$ cat config.mk
export PLATFORM = sky130hd
export DESIGN_NAME = multicycle_ctrl
export DESIGN_NICKNAME = d
export VERILOG_FILES = /design/src/rtl/mips_defs.sv /design/src/rtl/mc_timeout.sv /design/src/rtl/multicycle_ctrl.sv
export SDC_FILE = /design/constraint.sdc
export NUM_CORES = 1
export LEC_CHECK = 0
export CAP_MARGIN = 20
export CORE_MARGIN = 4
export CORE_UTILIZATION = 51
export DETAILED_ROUTE_END_ITERATION = 8
export PLACE_DENSITY = 0.81
export SYNTH_ARGS = -nofsm -noshare
export SYNTH_HDL_FRONTEND = slang
export SYNTH_SLANG_ARGS = --single-unit
$ cat constraint.sdc
create_clock -name clk -period 3.8 [get_ports clk]
set_input_delay 0.76 -clock clk [delete_from_list [all_inputs] [get_ports clk]]
set_output_delay 0.76 -clock clk [all_outputs]
set_load 0.02 [all_outputs]
$ cat src/rtl/mips_defs.sv
// Shared definitions for the multi-cycle MIPS control path: instruction
// field encodings, ALU control codes, FSM state encoding and datapath
// mux select codes.
package mips_defs;

  // Opcode field IR[31:26]
  localparam logic [5:0] OP_RTYPE = 6'b000000;
  localparam logic [5:0] OP_J     = 6'b000010;
  localparam logic [5:0] OP_JAL   = 6'b000011;
  localparam logic [5:0] OP_BEQ   = 6'b000100;
  localparam logic [5:0] OP_BNE   = 6'b000101;
  localparam logic [5:0] OP_ADDI  = 6'b001000;
  localparam logic [5:0] OP_XORI  = 6'b001110;
  localparam logic [5:0] OP_LW    = 6'b100011;
  localparam logic [5:0] OP_SW    = 6'b101011;

  // Funct field IR[5:0] for R-type
  localparam logic [5:0] FN_JR  = 6'b001000;
  localparam logic [5:0] FN_ADD = 6'b100000;
  localparam logic [5:0] FN_SUB = 6'b100010;
  localparam logic [5:0] FN_SLT = 6'b101010;

  // ALU control (MIPSALU encoding)
  localparam logic [3:0] ALU_ADD = 4'b0010;
  localparam logic [3:0] ALU_SUB = 4'b0110;
  localparam logic [3:0] ALU_SLT = 4'b0111;
  localparam logic [3:0] ALU_XOR = 4'b1101;

  // PC source select
  localparam logic [1:0] PC_SRC_ALU    = 2'd0;
  localparam logic [1:0] PC_SRC_ALUOUT = 2'd1;
  localparam logic [1:0] PC_SRC_JUMP   = 2'd2;
  localparam logic [1:0] PC_SRC_RS     = 2'd3;

  // Register destination select
  localparam logic [1:0] REG_DST_RT = 2'd0;
  localparam logic [1:0] REG_DST_RD = 2'd1;
  localparam logic [1:0] REG_DST_RA = 2'd2;

  // Write-back source select
  localparam logic [1:0] M2R_ALUOUT = 2'd0;
  localparam logic [1:0] M2R_MDR    = 2'd1;
  localparam logic [1:0] M2R_PC     = 2'd2;

  // ALU B operand select
  localparam logic [1:0] SRC_B_RT     = 2'd0;
  localparam logic [1:0] SRC_B_ONE    = 2'd1;
  localparam logic [1:0] SRC_B_IMM    = 2'd2;
  localparam logic [1:0] SRC_B_IMM_SH = 2'd3;

  typedef enum logic [3:0] {
    S_FETCH    = 4'd0,
    S_DECODE   = 4'd1,
    S_MEM_ADDR = 4'd2,
    S_MEM_RD   = 4'd3,
    S_WB_MEM   = 4'd4,
    S_MEM_WR   = 4'd5,
    S_EXEC_R   = 4'd6,
    S_WB_R     = 4'd7,
    S_EXEC_I   = 4'd8,
    S_WB_I     = 4'd9,
    S_BRANCH   = 4'd10,
    S_JUMP     = 4'd11,
    S_FAULT    = 4'd12
  } state_t;

endpackage

$ cat src/rtl/mc_timeout.sv
// Memory wait-state watchdog.
//   clk, rst_n  : clock, async active-low reset
//   wait_st     : FSM is in a memory-wait state (FETCH, MEM_RD, MEM_WR)
//   mem_ready   : memory completes the request this cycle
//   expired     : counter reached TIMEOUT with mem_ready low (0 when TIMEOUT = 0)
module mc_timeout #(
  parameter int unsigned TIMEOUT = 15
) (
  input  logic clk,
  input  logic rst_n,
  input  logic wait_st,
  input  logic mem_ready,
  output logic expired
);

  localparam int unsigned W = (TIMEOUT == 0) ? 1 : $clog2(TIMEOUT + 1);
  localparam logic [W-1:0] LIMIT = W'(TIMEOUT);

  logic [W-1:0] cnt_q;

  assign expired = (TIMEOUT != 0) && wait_st && !mem_ready && (cnt_q == LIMIT);

  // A wait state is only ever left via mem_ready or expiry, so clearing on
  // those (or outside a wait state) covers every state change.
  always_ff @(posedge clk or negedge rst_n) begin
    if (!rst_n) begin
      cnt_q <= '0;
    end else if (!wait_st || mem_ready || expired || (TIMEOUT == 0)) begin
      cnt_q <= '0;
    end else begin
      cnt_q <= cnt_q + W'(1);
    end
  end

endmodule

$ cat src/rtl/multicycle_ctrl.sv
// Multi-cycle MIPS control FSM: sequences each instruction over 3-5 cycles
// on a shared ALU / memory port, with memory-ready stall, wait timeout and
// sticky fault.
//   clk, reset          : clock, async active-low reset
//   opcode, funct, zero : IR decode fields and ALU zero flag
//   mem_ready           : memory handshake completion
//   mem_req, mem_we, i_or_d          : memory port control
//   ir_write, pc_write, pc_src       : IR / PC update
//   reg_write, reg_dst, mem_to_reg   : register file write-back
//   alu_src_a, alu_src_b, alu_ctl    : ALU operand / operation
//   state, instr_done, retired, fault: status and debug
module multicycle_ctrl
  import mips_defs::*;
#(
  parameter int unsigned TIMEOUT     = 15,
  parameter int unsigned CNT_W       = 32,
  parameter int unsigned UNIFIED_MEM = 1
) (
  input  logic             clk,
  input  logic             reset,
  input  logic [5:0]       opcode,
  input  logic [5:0]       funct,
  input  logic             zero,
  input  logic             mem_ready,
  output logic             mem_req,
  output logic             mem_we,
  output logic             i_or_d,
  output logic             ir_write,
  output logic             pc_write,
  output logic [1:0]       pc_src,
  output logic             reg_write,
  output logic [1:0]       reg_dst,
  output logic [1:0]       mem_to_reg,
  output logic             alu_src_a,
  output logic [1:0]       alu_src_b,
  output logic [3:0]       alu_ctl,
  output logic [3:0]       state,
  output logic             instr_done,
  output logic [CNT_W-1:0] retired,
  output logic             fault
);

  state_t state_q, state_d;
  logic   timeout;
  logic   wait_st;
  logic   is_rtype;

  logic   mem_req_c, mem_we_c, i_or_d_c, ir_write_c, pc_write_c;
  logic   reg_write_c, done_c;

  logic [CNT_W-1:0] retired_q;

  assign is_rtype = (opcode == OP_RTYPE);
  assign wait_st  = (state_q == S_FETCH) || (state_q == S_MEM_RD) || (state_q == S_MEM_WR);

  mc_timeout #(.TIMEOUT(TIMEOUT)) u_timeout (
    .clk       (clk),
    .rst_n     (reset),
    .wait_st   (wait_st),
    .mem_ready (mem_ready),
    .expired   (timeout)
  );

  always_ff @(posedge clk or negedge reset) begin
    if (!reset) begin
      state_q   <= S_FETCH;
      retired_q <= '0;
    end else begin
      state_q <= state_d;
      if (done_c) retired_q <= retired_q + CNT_W'(1);
    end
  end

  always_comb begin
    state_d     = state_q;
    mem_req_c   = 1'b0;
    mem_we_c    = 1'b0;
    i_or_d_c    = 1'b0;
    ir_write_c  = 1'b0;
    pc_write_c  = 1'b0;
    reg_write_c = 1'b0;
    done_c      = 1'b0;
    pc_src      = PC_SRC_ALU;
    reg_dst     = REG_DST_RT;
    mem_to_reg  = M2R_ALUOUT;
    alu_src_a   = 1'b0;
    alu_src_b   = SRC_B_RT;
    alu_ctl     = ALU_ADD;

    unique case (state_q)
      S_FETCH: begin
        mem_req_c = 1'b1;
        alu_src_b = SRC_B_ONE;
        if (mem_ready) begin
          ir_write_c = 1'b1;
          pc_write_c = 1'b1;
          state_d    = S_DECODE;
        end else if (timeout) begin
          state_d = S_FAULT;
        end
      end

      S_DECODE: begin
        alu_src_b = SRC_B_IMM_SH;
        case (opcode)
          OP_LW, OP_SW:     state_d = S_MEM_ADDR;
          OP_ADDI, OP_XORI: state_d = S_EXEC_I;
          OP_BEQ, OP_BNE:   state_d = S_BRANCH;
          OP_J, OP_JAL:     state_d = S_JUMP;
          OP_RTYPE: begin
            case (funct)
              FN_ADD, FN_SUB, FN_SLT: state_d = S_EXEC_R;
              FN_JR:                  state_d = S_JUMP;
              default:                state_d = S_FAULT;
            endcase
          end
          default: state_d = S_FAULT;
        endcase
      end

      S_EXEC_R: begin
        alu_src_a = 1'b1;
        case (funct)
          FN_SUB:  alu_ctl = ALU_SUB;
          FN_SLT:  alu_ctl = ALU_SLT;
          default: alu_ctl = ALU_ADD;
        endcase
        state_d = S_WB_R;
      end

      S_WB_R: begin
        reg_write_c = 1'b1;
        reg_dst     = REG_DST_RD;
        done_c      = 1'b1;
        state_d     = S_FETCH;
      end

      S_EXEC_I: begin
        alu_src_a = 1'b1;
        alu_src_b = SRC_B_IMM;
        alu_ctl   = (opcode == OP_XORI) ? ALU_XOR : ALU_ADD;
        state_d   = S_WB_I;
      end

      S_WB_I: begin
        reg_write_c = 1'b1;
        done_c      = 1'b1;
        state_d     = S_FETCH;
      end

      S_MEM_ADDR: begin
        alu_src_a = 1'b1;
        alu_src_b = SRC_B_IMM;
        state_d   = (opcode == OP_SW) ? S_MEM_WR : S_MEM_RD;
      end

      S_MEM_RD: begin
        mem_req_c = 1'b1;
        i_or_d_c  = 1'b1;
        if (mem_ready)    state_d = S_WB_MEM;
        else if (timeout) state_d = S_FAULT;
      end

      S_WB_MEM: begin
        reg_write_c = 1'b1;
        mem_to_reg  = M2R_MDR;
        done_c      = 1'b1;
        state_d     = S_FETCH;
      end

      S_MEM_WR: begin
        mem_req_c = 1'b1;
        mem_we_c  = 1'b1;
        i_or_d_c  = 1'b1;
        if (mem_ready) begin
          done_c  = 1'b1;
          state_d = S_FETCH;
        end else if (timeout) begin
          state_d = S_FAULT;
        end
      end

      S_BRANCH: begin
        alu_src_a  = 1'b1;
        alu_ctl    = ALU_SUB;
        pc_src     = PC_SRC_ALUOUT;
        pc_write_c = (opcode == OP_BNE) ? !zero : zero;
        done_c     = 1'b1;
        state_d    = S_FETCH;
      end

      S_JUMP: begin
        pc_write_c = 1'b1;
        pc_src     = is_rtype ? PC_SRC_RS : PC_SRC_JUMP;
        if (opcode == OP_JAL) begin
          reg_write_c = 1'b1;
          reg_dst     = REG_DST_RA;
          mem_to_reg  = M2R_PC;
        end
        done_c  = 1'b1;
        state_d = S_FETCH;
      end

      S_FAULT: state_d = S_FAULT;

      default: state_d = S_FAULT;
    endcase
  end

  // Reset returns the FSM to FETCH, which would otherwise request memory;
  // gating with reset keeps every enable low for as long as reset is held.
  assign mem_req    = mem_req_c   & reset;
  assign mem_we     = mem_we_c    & reset;
  assign ir_write   = ir_write_c  & reset;
  assign pc_write   = pc_write_c  & reset;
  assign reg_write  = reg_write_c & reset;
  assign instr_done = done_c      & reset;
  assign i_or_d     = (UNIFIED_MEM != 0) ? i_or_d_c : 1'b0;

  assign state   = state_q;
  assign retired = retired_q;
  assign fault   = (state_q == S_FAULT);

endmodule

# Yosys cells after proc, flatten, opt, wreduce, memory -nomap -nowiden
# Index checks and enable logic that the tools add are counted.
[totals] register_bits=40 latch_bits=0 mem_bits_rw=0 romBits=0 inputBits=16 out_inout_bits=57 mem_count=0
[op_classes] add_sub_neg=2 multipliers=0 div_mod_pow=0 magnitude_cmp=0 n_eq_ne=25 shift=0 n_mux=29 bitwise=6 reduce_logical=22
[ops] op="$add A32 B1 Y32 const B" count=1
[ops] op="$pmux W4 S8" count=1
[ops] op="$eq A6 B6 Y1 const B" count=5
[ops] op="$eq A4 B4 Y1 const B" count=6
[ops] op="$mux W4" count=6
[ops] op="$pmux W4 S5" count=1
[ops] op="$eq A6 B4 Y1 const B" count=3
[ops] op="$eq A4 B3 Y1 const B" count=4
[ops] op="$eq A6 B2 Y1 const B" count=2
[ops] op="$eq A6 B3 Y1 const B" count=2
[ops] op="$pmux W2 S2" count=3
[ops] op="$pmux W4 S3" count=1
[ops] op="$reduce_or A2 Y1" count=6
[ops] op="$mux W1" count=9
[ops] op="$reduce_or A3 Y1" count=3
[ops] op="$eq A4 B2 Y1 const B" count=2
[ops] op="$pmux W4 S2" count=1
[ops] op="$and A1 B1 Y1" count=6
[ops] op="$logic_not A6 Y1" count=1
[ops] op="$pmux W2 S3" count=1
[ops] op="$pmux W3 S2" count=1
[ops] op="$reduce_or A5 Y1" count=1
[ops] op="$add A4 B1 Y4 const B" count=1
[ops] op="$eq A4 B1 Y1 const B" count=1
[ops] op="9 further kinds" count=16

# Logic depth before layout (Yosys ltp)
# Gate-level depths: netlist (run 1).
[depth] ltp_word=8 mapped_depth=8 ltp_nobuf=6

# By module
# A second synthesis (run 1) with hierarchy kept.
[hier_totals] cells_unflattened=257 hier_area_um2=2494.9
[modules_own_cells] module="multicycle_ctrl" n_inst=1 cells_per_inst=240 area_per_inst_um2=2297.2 seq_area_each_um2=900.9
[modules_own_cells] module="mc_timeout" n_inst=1 cells_per_inst=17 area_per_inst_um2=197.7 seq_area_each_um2=100.1

# Least setup slack after synthesis (run 1)
# OpenSTA, ideal clock, no wires.
[synth_timing] kind="input -> output" startpoint="input port opcode[5]" endpoint="output port alu_ctl[0]" t_arrival_ns=1.828 required_time_ns=3.040 path_slack_ns=1.212 cell_stages=5 path_buffers=1 cell_sequence="clkbuf_1 > nand2b_1 > nor2_1 > nand4b_1 > o21ai_0"
[synth_between] elab_chain_len=3
[synth_rtl] element="start, declared" line_no="multicycle_ctrl.sv:21" text="input logic [5:0] opcode,"
[synth_rtl] element="$eq A6 B4 Y1" line_no="multicycle_ctrl.sv:141" text="alu_ctl = (opcode == OP_XORI) ? ALU_XOR : ALU_ADD;"
[synth_rtl] element="$mux W4" line_no="multicycle_ctrl.sv:141"
[synth_rtl] element="$pmux W4 S3" line_no="multicycle_ctrl.sv:90" text="unique case (state_q)"
[synth_rtl] element="end, declared" line_no="multicycle_ctrl.sv:36" text="output logic [3:0] alu_ctl,"
# No other way between the ends.

# Worst setup path in the final report (run 1)
[layout_timing] startpoint="input port opcode[2]" endpoint="output port reg_write"
[layout_between] elab_chain_len=4
[layout_rtl] element="$eq A6 B2 Y1" line_no="multicycle_ctrl.sv:195" text="if (opcode == OP_JAL) begin"
[layout_rtl] element="$mux W1" line_no="multicycle_ctrl.sv:195"
[layout_rtl] element="$pmux W1 S2" line_no="multicycle_ctrl.sv:90"
[layout_rtl] element="$and A1 B1 Y1" line_no="multicycle_ctrl.sv:216" text="assign reg_write = reg_write_c & reset;"
[layout_rtl] element="end, declared" line_no="multicycle_ctrl.sv:31" text="output logic reg_write,"
# No other way between the ends.

==> results of run 1 <==
==> area by class of cell <==
class / instances / area, µm² / share of cell area [%]
clock buffer: 6 / 72.6 / 2.19
clock inverter: 2 / 35.0 / 1.06
inverter: 5 / 18.8 / 0.567
multi-input combinational: 211 / 1350 / 40.7
sequential: 40 / 1000 / 30.2
tap: 67 / 83.8 / 2.53
timing repair buffer: 77 / 753 / 22.7
==> per-stage QoR <==
stage,power [mW],setup WS [ns],std cells,instance area (µm²)
global placement,1.37,0.350,400,3200
global route,1.83,0.0878,408,3310
CTS,1.73,0.300,408,3310
finish,1.71,0.300,408,3310
detailed placement,1.39,0.300,400,3200
floorplan,1.09,1.21,272,2470
==> placed cells by master, fill, tap and decap left out, types with 4 or more instances in the layout <==
| master | Yosys | final |
|---|---|---|
| xor2_1 | 23 | 23 |
| clkdlybuf4s50_1 | 0 | 71 |
| a21oi_1 | 7 | 7 |
| nand2_1 | 27 | 27 |
| nor2b_1 | 4 | 4 |
| and2_1 | 5 | 5 |
| clkbuf_8 | 0 | 5 |
| o21ai_0 | 7 | 7 |
| inv_1 | 5 | 5 |
| dfrtp_1 | 40 | 40 |
| buf_4 | 2 | 5 |
| and3_1 | 5 | 5 |
| nor3b_1 | 5 | 5 |
| xnor2_1 | 13 | 13 |
| nor2_1 | 31 | 31 |
| nand4_1 | 5 | 5 |
| nand2b_1 | 7 | 7 |
| or3_1 | 4 | 4 |
| nand3_1 | 12 | 12 |
| nor3_1 | 15 | 15 |
==> kinds of logic after synthesis <==
group           Yosys count  share of synthesized area [%]
simple gates            141                           32.0
flops                    40                           40.4
xor+xnor                 36                           12.7
compound gates           30                           7.84
buf+inv                  21                           5.11
mux                       2                          0.910
fa+ha+maj                 2                           1.01
==> routing by layer <==
layer	vias to the layer above	global-route usage [%]
li1	1074	-
met1	1018	24.6
met2	63	32.1
met3	9	6.50
met4	0	5.87
met5	-	0
==> final timing paths <==
kind,to,start,cells past startpoint
min,retired[19],reset,1
max reg2reg,retired[31],state[1],5
min in group clk,u_timeout.cnt_q[0],u_timeout.cnt_q[0],1
max,reg_write,opcode[2],7
max in group asynchronous,retired[28],reset,2
min reg2reg,u_timeout.cnt_q[0],u_timeout.cnt_q[0],1
==> power by group through the flow <==
| stage | Sequential, mW | Clock, mW | Combinational, mW |
|---|---|---|---|
| after floorplan | 0.619 | 0 | 0.469 |
| after global placement | 0.612 | 0 | 0.762 |
| after detailed placement | 0.615 | 0 | 0.771 |
| after CTS | 0.609 | 0.344 | 0.775 |
| after global routing | 0.628 | 0.368 | 0.836 |
| final | 0.610 | 0.336 | 0.766 |
==> registers in the layout, summed over array words and instances, names as in the netlist <==
signal / count
state: 4
retired: 32
u_timeout.cnt_q: 4
==> flow_metrics.py, run 1 <==
metrics = {
    "logic_synthesis": {
        "avgSynthCellArea_um2": 9.10,
        "yosysSeqAreaShare_pct": 40.4,
        "syn_nets": 290,
        "yosys_warnings": 0,
        "post-synth-top-count-cell": "dfrtp_1",
        "synth-async-reset-ratio_pct": 100,
        "synth_ff_type": "dfrtp_1",
        "yosysTopAreaCellShare_pct": 40.4,
        "synth_top_area_cell": "dfrtp_1",
        "synth_top_cells_by_count": "40 x dfrtp_1, 31 x nor2_1, 27 x nand2_1, 23 x xor2_1, 15 x nor3_1",
        "synthesis.area_um2": 2470,
        "synth-edff-count": 0,
        "yosys-top-cells-area": "dfrtp_1 40%, xor2_1 8.1%, nor2_1 4.7%, xnor2_1 4.6%, nand2_1 4.1%",
        "ys_ff_latch": 40,
        "syn_inst": 272,
        "ys_types": 50,
    },
    "clock_tree": {
        "htreeDepth": 2,
        "ctsHoldBuffers": 0,
        "cts.sinks": 40,
        "cts_setup_buffers": 0,
        "root_buffer": "clkbuf_8",
        "cts_tree": "done",
        "cts_repair_resize_count": 0,
        "clk-insertion-delay-late_ns": 0.28,
        "cts_made_buffers": 5,
        "clk_pin_slew_ns": 0.08,
        "cts_buffer_depth": 2,
    },
    "timing": {
        "fmax_mhz": 286,
        "slew_viol_final": 0,
        "finalSetupTns_ns": 0,
        "hold_viol_final": 0,
        "timing.hold.ws_ns": 0.393,
        "final.setup_skew_ns": 0.00480,
        "setup_viol": 0,
        "worstMarginPinSlew_ns": 0.774,
        "period_share_pct": 92.1,
        "rsz0062_at_grt": "false",
        "min_period_ns": 3.50,
        "maxSlewHeadroom_pct": 48.4,
    },
    "die": {
        "die_y_um": 77.7,
        "rows": 25,
        "ios": 73,
        "dieArea_um2": 6030,
        "fp.dieW_um": 77.7,
        "start_util_pct": 52.4,
        "core_um2": 4720,
    },
    "route": {
        "ant_nets": 0,
        "vias": 2164,
        "first_iter_violations": 115,
        "wl_per_cell_um": 13.7,
        "via_per_inst": 5.30,
        "firstDrtPassIters": 5,
        "drc": 0,
        "dr_wl_met3_um": 402,
        "met1_length_um": 2450,
        "wirelength_um": 5570,
        "top_layer": "met4",
        "dr_wl_met2_um": 2630,
    },
    "critical_path": {
        "critPathMaxFanout": 5,
        "path_buf_inv": 2,
        "cp.required_ns": 3.04,
        "cp-start-kind": "input port",
        "cp_data_arrival_time_ns": 2.74,
        "r2r_slack_ns": 1.30,
        "worstSetupPathType": "in2out",
        "cpPeakStageDelay_ns": 0.60,
        "endpoint_kind": "primary output",
        "crit_chain": "clkdlybuf4s50_1, nor2_1, and3_1, and3_1, a21o_1, o21a_1, clkdlybuf4s50_1",
        "crit_path_top_delay_cell": "clkdlybuf4s50_1",
        "cpLargestDelayFamily": "buffers and inverters",
    },
    "power": {
        "p_leak_nw": 1.26,
        "p_int_mw": 1.05,
        "clockPowerShare_pct": 19.6,
        "p_comb_share_pct": 44.7,
        "peakVddDrop_uv": 231,
        "p_sw_share_pct": 38.9,
        "p_sw_mw": 0.666,
        "power_density_nw_per_um2": 517,
        "p_seq_share_pct": 35.6,
    },
    "global_routing": {
        "gr-total-overflow": 0,
        "antenna_found_initial": 0,
        "grt_usage_pct": 19.6,
        "grt_pass1_vias": 2074,
        "grt_max_degree": 21,
        "grt_pass1_wl_um": 9720,
    },
    "place": {
        "hpwl_um": 4310,
        "portBuffers": 72,
        "place_congestion": 0.888,
    },
    "final_layout": {
        "area_growth_syn_to_layout_pct": 33.8,
        "final_net_count": 358,
        "utilization_pct": 70.1,
        "drive_gt1_share_pct": 7.62,
        "num-fill-cells": 377,
        "diodes": 0,
    },
    "job": {
        "maxCapViolations": 0,
    },
    "outcome": {
        "status": "finished, final reports clean",
    },
    "worst_hold_path": {
        "hp-class": "in2async",
    },
}
(Power assumes the default switching activity.)
==> inputs of run 2 (changes only) <==
SKIP_LAST_GASP = 1   (was default)
SYNTH_HIERARCHICAL = 1   (was default)
==> flow_metrics.py, run 2 <==
metrics = {
    "outcome": {
        "status": "finished, final reports clean",
    },
    "critical_path": {
        "cpMostUsedCell": "clkdlybuf4s50_1",
        "cpLargestDelayFamily": "buffers and inverters",
        "crit_chain": "clkdlybuf4s50_1, nor4_4, nor3b_2, inv_1, a21oi_1, clkdlybuf4s50_1",
        "cpPeakStageDelay_ns": 0.61,
        "cp-start-kind": "input port",
        "endpoint_kind": "primary output",
        "cp_data_arrival_time_ns": 2.85,
        "worstSetupPathType": "in2out",
        "r2r_cells": 9,
        "r2r_slack_ns": 1.19,
        "r2r_end": "state[3]",
        "cp.required_ns": 3.04,
        "path_buf_inv": 3,
        "crit_path_top_delay_cell": "clkdlybuf4s50_1",
        "critPathMaxFanout": 8,
        "crit_start": "opcode[3]",
        "reg2reg_from": "state[1]",
    },
    "job": {
        "maxCapViolations": 0,
    },
    "route": {
        "ant_nets": 0,
        "via_per_inst": 5.54,
        "wl_per_cell_um": 15.3,
        "vias": 2209,
        "firstDrtPassIters": 5,
        "first_iter_violations": 125,
        "wirelength_um": 6120,
        "drc": 0,
    },
    "final_layout": {
        "drive_gt1_share_pct": 10.8,
        "layout_common_cells": "71 x clkdlybuf4s50_1, 40 x dfrtp_1, 23 x xnor2_1, 21 x nor2_1, 17 x nand2_1",
        "stdcell_area_um2": 3400,
        "largest_reg_flops": 32,
        "area_growth_syn_to_layout_pct": 36.4,
        "diodes": 0,
        "num-fill-cells": 351,
        "final_common_cell": "clkdlybuf4s50_1",
        "final_net_count": 349,
    },
    "logic_synthesis": {
        "syn_inst": 257,
        "yosys_warnings": 6,
        "synth_top_cells_by_count": "40 x dfrtp_1, 23 x xnor2_1, 21 x nor2_1, 17 x nand2_1, 13 x xor2_1",
        "synth_ff_type": "dfrtp_1",
        "yosys-top-cells-area": "dfrtp_1 40%, xnor2_1 8.1%, xor2_1 4.6%, nor2_1 3.2%, and4_1 2.8%",
        "syn_nets": 275,
        "synth_top_area_cell": "dfrtp_1",
        "ys_ff_latch": 40,
        "avgSynthCellArea_um2": 9.71,
        "ys_types": 52,
        "synth-async-reset-ratio_pct": 100,
        "synthesis.area_um2": 2490,
        "post-synth-top-count-cell": "dfrtp_1",
        "yosysSeqAreaShare_pct": 40.1,
        "synth-edff-count": 0,
        "yosysTopAreaCellShare_pct": 40.1,
    },
    "clock_tree": {
        "cts_setup_buffers": 0,
        "htreeDepth": 2,
        "cts_tree": "done",
        "root_buffer": "clkbuf_8",
        "ctsHoldBuffers": 0,
        "clk_pin_slew_ns": 0.08,
        "cts_repair_resize_count": 0,
        "cts.sinks": 40,
        "cts_made_buffers": 5,
        "cts_buffer_depth": 2,
        "clk-insertion-delay-late_ns": 0.30,
    },
    "place": {
        "hpwl_um": 4660,
        "portBuffers": 72,
        "place_congestion": 0.865,
        "dpl_cell_area_um2": 3300,
    },
    "timing": {
        "worstMarginPinSlew_ns": 0.603,
        "fmax_mhz": 277,
        "hold_viol_final": 0,
        "period_share_pct": 94.9,
        "finalSetupTns_ns": 0,
        "final.setup_skew_ns": 0.00494,
        "setup_viol": 0,
        "rsz0062_at_grt": "false",
        "slew_viol_final": 0,
        "min_period_ns": 3.61,
        "maxSlewHeadroom_pct": 59.8,
    },
    "die": {
        "core_um2": 4720,
        "rows": 25,
        "die_y_um": 77.9,
        "fp.dieW_um": 77.9,
        "start_util_pct": 52.8,
        "dieArea_um2": 6070,
        "ios": 73,
    },
    "global_routing": {
        "grt_max_degree": 18,
        "antenna_found_initial": 0,
        "gr-total-overflow": 0,
        "grt_pass1_wl_um": 10600,
        "grt_pass1_vias": 2245,
        "grt_usage_pct": 21.7,
    },
    "power": {
        "peakVddDrop_uv": 537,
        "power_density_nw_per_um2": 498,
        "p_leak_nw": 1.42,
        "power.total_mw": 1.69,
    },
    "worst_hold_path": {
        "hp-class": "in2async",
    },
}
==> run 2: cell count changes after synthesis, sizes merged, moves of 3 or more <==
cell / delta
nor3: -15
nand2: -10
xnor2: +10
xor2: -8
and4: +7
nor2: -6
and3: +5
o31ai: +5
nand4: +4
nand3b: +3
o21ai: -3
or3: -3
==> run 2: through the flow <==
step	setup WS (ns)	hold slack [ns]	cells	util (%)
after floorplan	0.987	0.447	257	-
after global placement	0.260	0.463	391	69.8
after detailed placement	0.187	0.469	391	69.8
after CTS	0.192	0.361	399	72.1
after global routing	0.0309	0.366	399	72.1
final	0.195	0.360	399	72.1
==> run 2: kinds of logic (layout without fill, tap and decap cells) <==
family	Yosys count	in the layout	synth area share [%]
compound gates	33	33	10.4
xor+xnor	38	38	13.9
fa+ha+maj	2	2	1.00
buf+inv	21	96	3.86
flops	40	40	40.1
mux	2	2	0.903
simple gates	121	121	29.7
==> run 2: power breakdown <==
| group | internal, mW | total, mW | switching, mW |
|---|---|---|---|
| sequential | 0.475 | 0.564 | 0.0882 |
| clock | 0.195 | 0.345 | 0.150 |
| combinational | 0.360 | 0.785 | 0.425 |
==> run 2: cell type report <==
cell class	instances	area (µm²)	share of cell area, %
Timing Repair Buffer	82	791	23.2
Clock buffer	6	72.6	2.13
Inverter	6	22.5	0.662
Sequential cell	40	1000	29.4
Multi-Input combinational cell	196	1400	41.1
Clock inverter	2	35.0	1.03
Tap cell	67	83.8	2.46
==> run 2: metal layers <==
metal	wire length, µm	track usage, %
met5	0	0
met4	101	6.82
met3	306	5.68
met2	2980	35.3
met1	2730	28.2
==> run 2: how the worst max path moves through the flow <==
stage / endpoint / slack [ns] / cells after the start
CTS: pc_src[0] / 0.19 / 6
global route: pc_src[0] / 0.03 / 6
floorplan: reg_write / 0.99 / 6
global placement: pc_src[0] / 0.26 / 6
finish: pc_src[0] / 0.19 / 6
detailed placement: pc_src[0] / 0.19 / 6
==> edit (flow settings as in run 2) <==
Reset style: synchronous (`reset` and `rst_n`), changed in 2 clocked blocks. Comments in the files are not updated.
--- a/src/rtl/mc_timeout.sv
+++ b/src/rtl/mc_timeout.sv
@@ -23,5 +23,5 @@
   // A wait state is only ever left via mem_ready or expiry, so clearing on
   // those (or outside a wait state) covers every state change.
-  always_ff @(posedge clk or negedge rst_n) begin
+  always_ff @(posedge clk) begin
     if (!rst_n) begin
       cnt_q <= '0;
--- a/src/rtl/multicycle_ctrl.sv
+++ b/src/rtl/multicycle_ctrl.sv
@@ -62,5 +62,5 @@
   );
 
-  always_ff @(posedge clk or negedge reset) begin
+  always_ff @(posedge clk) begin
     if (!reset) begin
       state_q   <= S_FETCH;
Formal check against the unedited RTL: differs if reset is asserted again (counterexample within 4 cycles, from zero or initial values and one cycle with reset low); with reset held inactive, the same outputs for 10 cycles.
==> edit against run 2 <==
- fmax is essentially flat
- sequential cell count is the same
- cell area grew 0.74%
- routed wire length grew 9.4%
- synthesized area grew 1.7%
- worst setup slack gained 0.0019 ns
- count of clock-buffer cells in the layout is the same
- critical path type unchanged
- synthesized cell count grew 30%
Power is not compared: it rests on default switching activity, and its combinational part moved more than twofold at a synthesized area within 25%.
==> edit: results (changes against run 2) <==
stage	metric	value	unit	change
worst_setup_path	Worst R2R End	state[2]		
clock_tree	CTS resizes	0		unchanged
synthesis	Yosys warnings	6		unchanged
detailed_routing	Initial DRC Count	201		+61%
clock_tree	total CTS buffers	5		unchanged
synthesis	count of cell types in the netlist	53		+1.9%
synthesis	syn nets	353		+28%
worst_hold_path	hold crit path type	reg -> reg		
worst_setup_path	register-to-register setup slack	0.77	ns	-0.42 ns
detailed_routing	Avg Vias per Cell	5.76		+4.0%
detailed_routing	DR WL/cell	14.3	µm	-6.5%
worst_setup_path	Max stage delay on crit path	0.63	ns	+0.02 ns
final_layout	Finished Layout Cells	467		+17%
clock_tree	Longest Clk Path Bufs	2		unchanged
global_routing	pin count of the biggest net entering global routing	26		+8
worst_setup_path	Critical Path AT	2.84	ns	about the same
placed_design	IO Port Bufs	72		unchanged
worst_setup_path	Worst Setup EP	pc_write		
global_routing	global-route wire length before repair	11200	µm	+5.3%
timing	Fin Clk Skew	0.00937	ns	+0.00443 ns
final_layout	layout cells sized above 1	5.75	%	-5.1 points
final_layout	n_diodes	0		unchanged
global_routing	number of global-route vias before repair	2432		+8.3%
outcome	status	finished clean		
worst_setup_path	largest fanout on the critical path	3		-5
power	clock network power	0.368	mW	
detailed_routing	TritonRoute pass-1 iters	5		unchanged
synthesis	Synth top cells by count	48 x nor2_1, 40 x dfxtp_1, 26 x xnor2_1		
final_layout	final net count	417		+19%
power	Max rail drop VDD	256	µV	
worst_setup_path	worst reg2reg startpoint	state[0]		
worst_setup_path	Worst path slowest cell	clkdlybuf4s50_1		
synthesis	ranking of synthesized cells by area	dfxtp_1 32%, xnor2_1 9.0%, nor2_1 7.1%, nand3_1 4.3%, nor4_1 4.2%		
worst_setup_path	Register-to-Register Path Depth	9		unchanged
worst_setup_path	crit path launch	opcode[2]		
clock_tree	clk root buf	clkbuf_8		
placed_design	Post-Place Cells	459		+17%
power	Power Sequential	0.442	mW	
clock_tree	H-tree depth	2		unchanged
placed_design	pre-CTS setup slack	0.195	ns	+0.00780 ns
timing	Slew headroom	57.6	%	-2.2 points
synthesis	Synth Instances	335		+30%
placed_design	gpl congestion	0.887		+2.6%
synthesis	sequential share of the synthesized area	31.6	%	-8.5 points
placed_design	DP Area	0.00331	mm²	+0.34%
clock_tree	Worst-Skew Late Latency	0.29	ns	
timing	final period utilization	94.8	%	about the same
global_routing	gr usage total	21.9	%	+0.19 points
synthesis	Post-synth ARST share	0	%	-100 points
placed_design	Final HPWL DP	4950	µm	+6.4%
power	P_leak	1.12	nW	
global_routing	initial antenna violation count	0		unchanged
final_layout	Largest register FFs	32		unchanged
-- edit: cell count changes in the layout (fill, tap and decap cells not counted), moves of 5 or more --
cell	before	now
xor2_1	13	3
or3_1	0	7
nand2b_1	3	8
nand3_1	12	22
dfrtp_1	40	0
or4_1	0	5
o21ai_0	4	13
a21oi_1	5	16
nor4_1	4	17
nor2_1	21	48
dfxtp_1	0	40
-- edit: cell families after synthesis --
group                      after synthesis  synth area share [%]
and+or+nand+nor                        177                  38.0
AOI/OAI and AO/OA                       55                  14.1
DFF                                     40                  31.6
buffers and inverters                   32                  5.33
xor gates and xnor gates                29                  10.0
adders and majority gates                2                 0.987
-- edit: worst min-delay path by stage --
| stage | from | endpoint | slack [ns] | depth (start not counted) |
|---|---|---|---|---|
| 4_1_cts | u_timeout/cnt_q[0] | u_timeout/cnt_q[0] | 0.47 | 1 |
| 2_1_floorplan | u_timeout/cnt_q[0] | u_timeout/cnt_q[0] | 0.42 | 1 |
| 3_5_place_dp | u_timeout/cnt_q[0] | u_timeout/cnt_q[0] | 0.45 | 1 |
| 3_3_place_gp | u_timeout/cnt_q[0] | u_timeout/cnt_q[0] | 0.43 | 1 |
| 6_report | u_timeout/cnt_q[0] | u_timeout/cnt_q[0] | 0.46 | 1 |
| 5_1_grt | u_timeout/cnt_q[0] | u_timeout/cnt_q[0] | 0.49 | 1 |
-- edit: metal layers --
metal | global-route usage (%) | part of all wire [%]
met4 | 5.94 | 0.82
met2 | 35.6 | 46
met5 | 0 | 0
met1 | 28.8 | 46
met3 | 5.16 | 7.6
-- edit: cell type report --
class | instances | area [µm²]
timing repair buffer | 81 | 788
tap | 67 | 83.8
clock inverter | 2 | 38.8
sequential | 40 | 801
fill | 381 | 1360
multi-input combinational | 263 | 1600
inverter | 8 | 30.0
clock buffer | 6 | 82.6
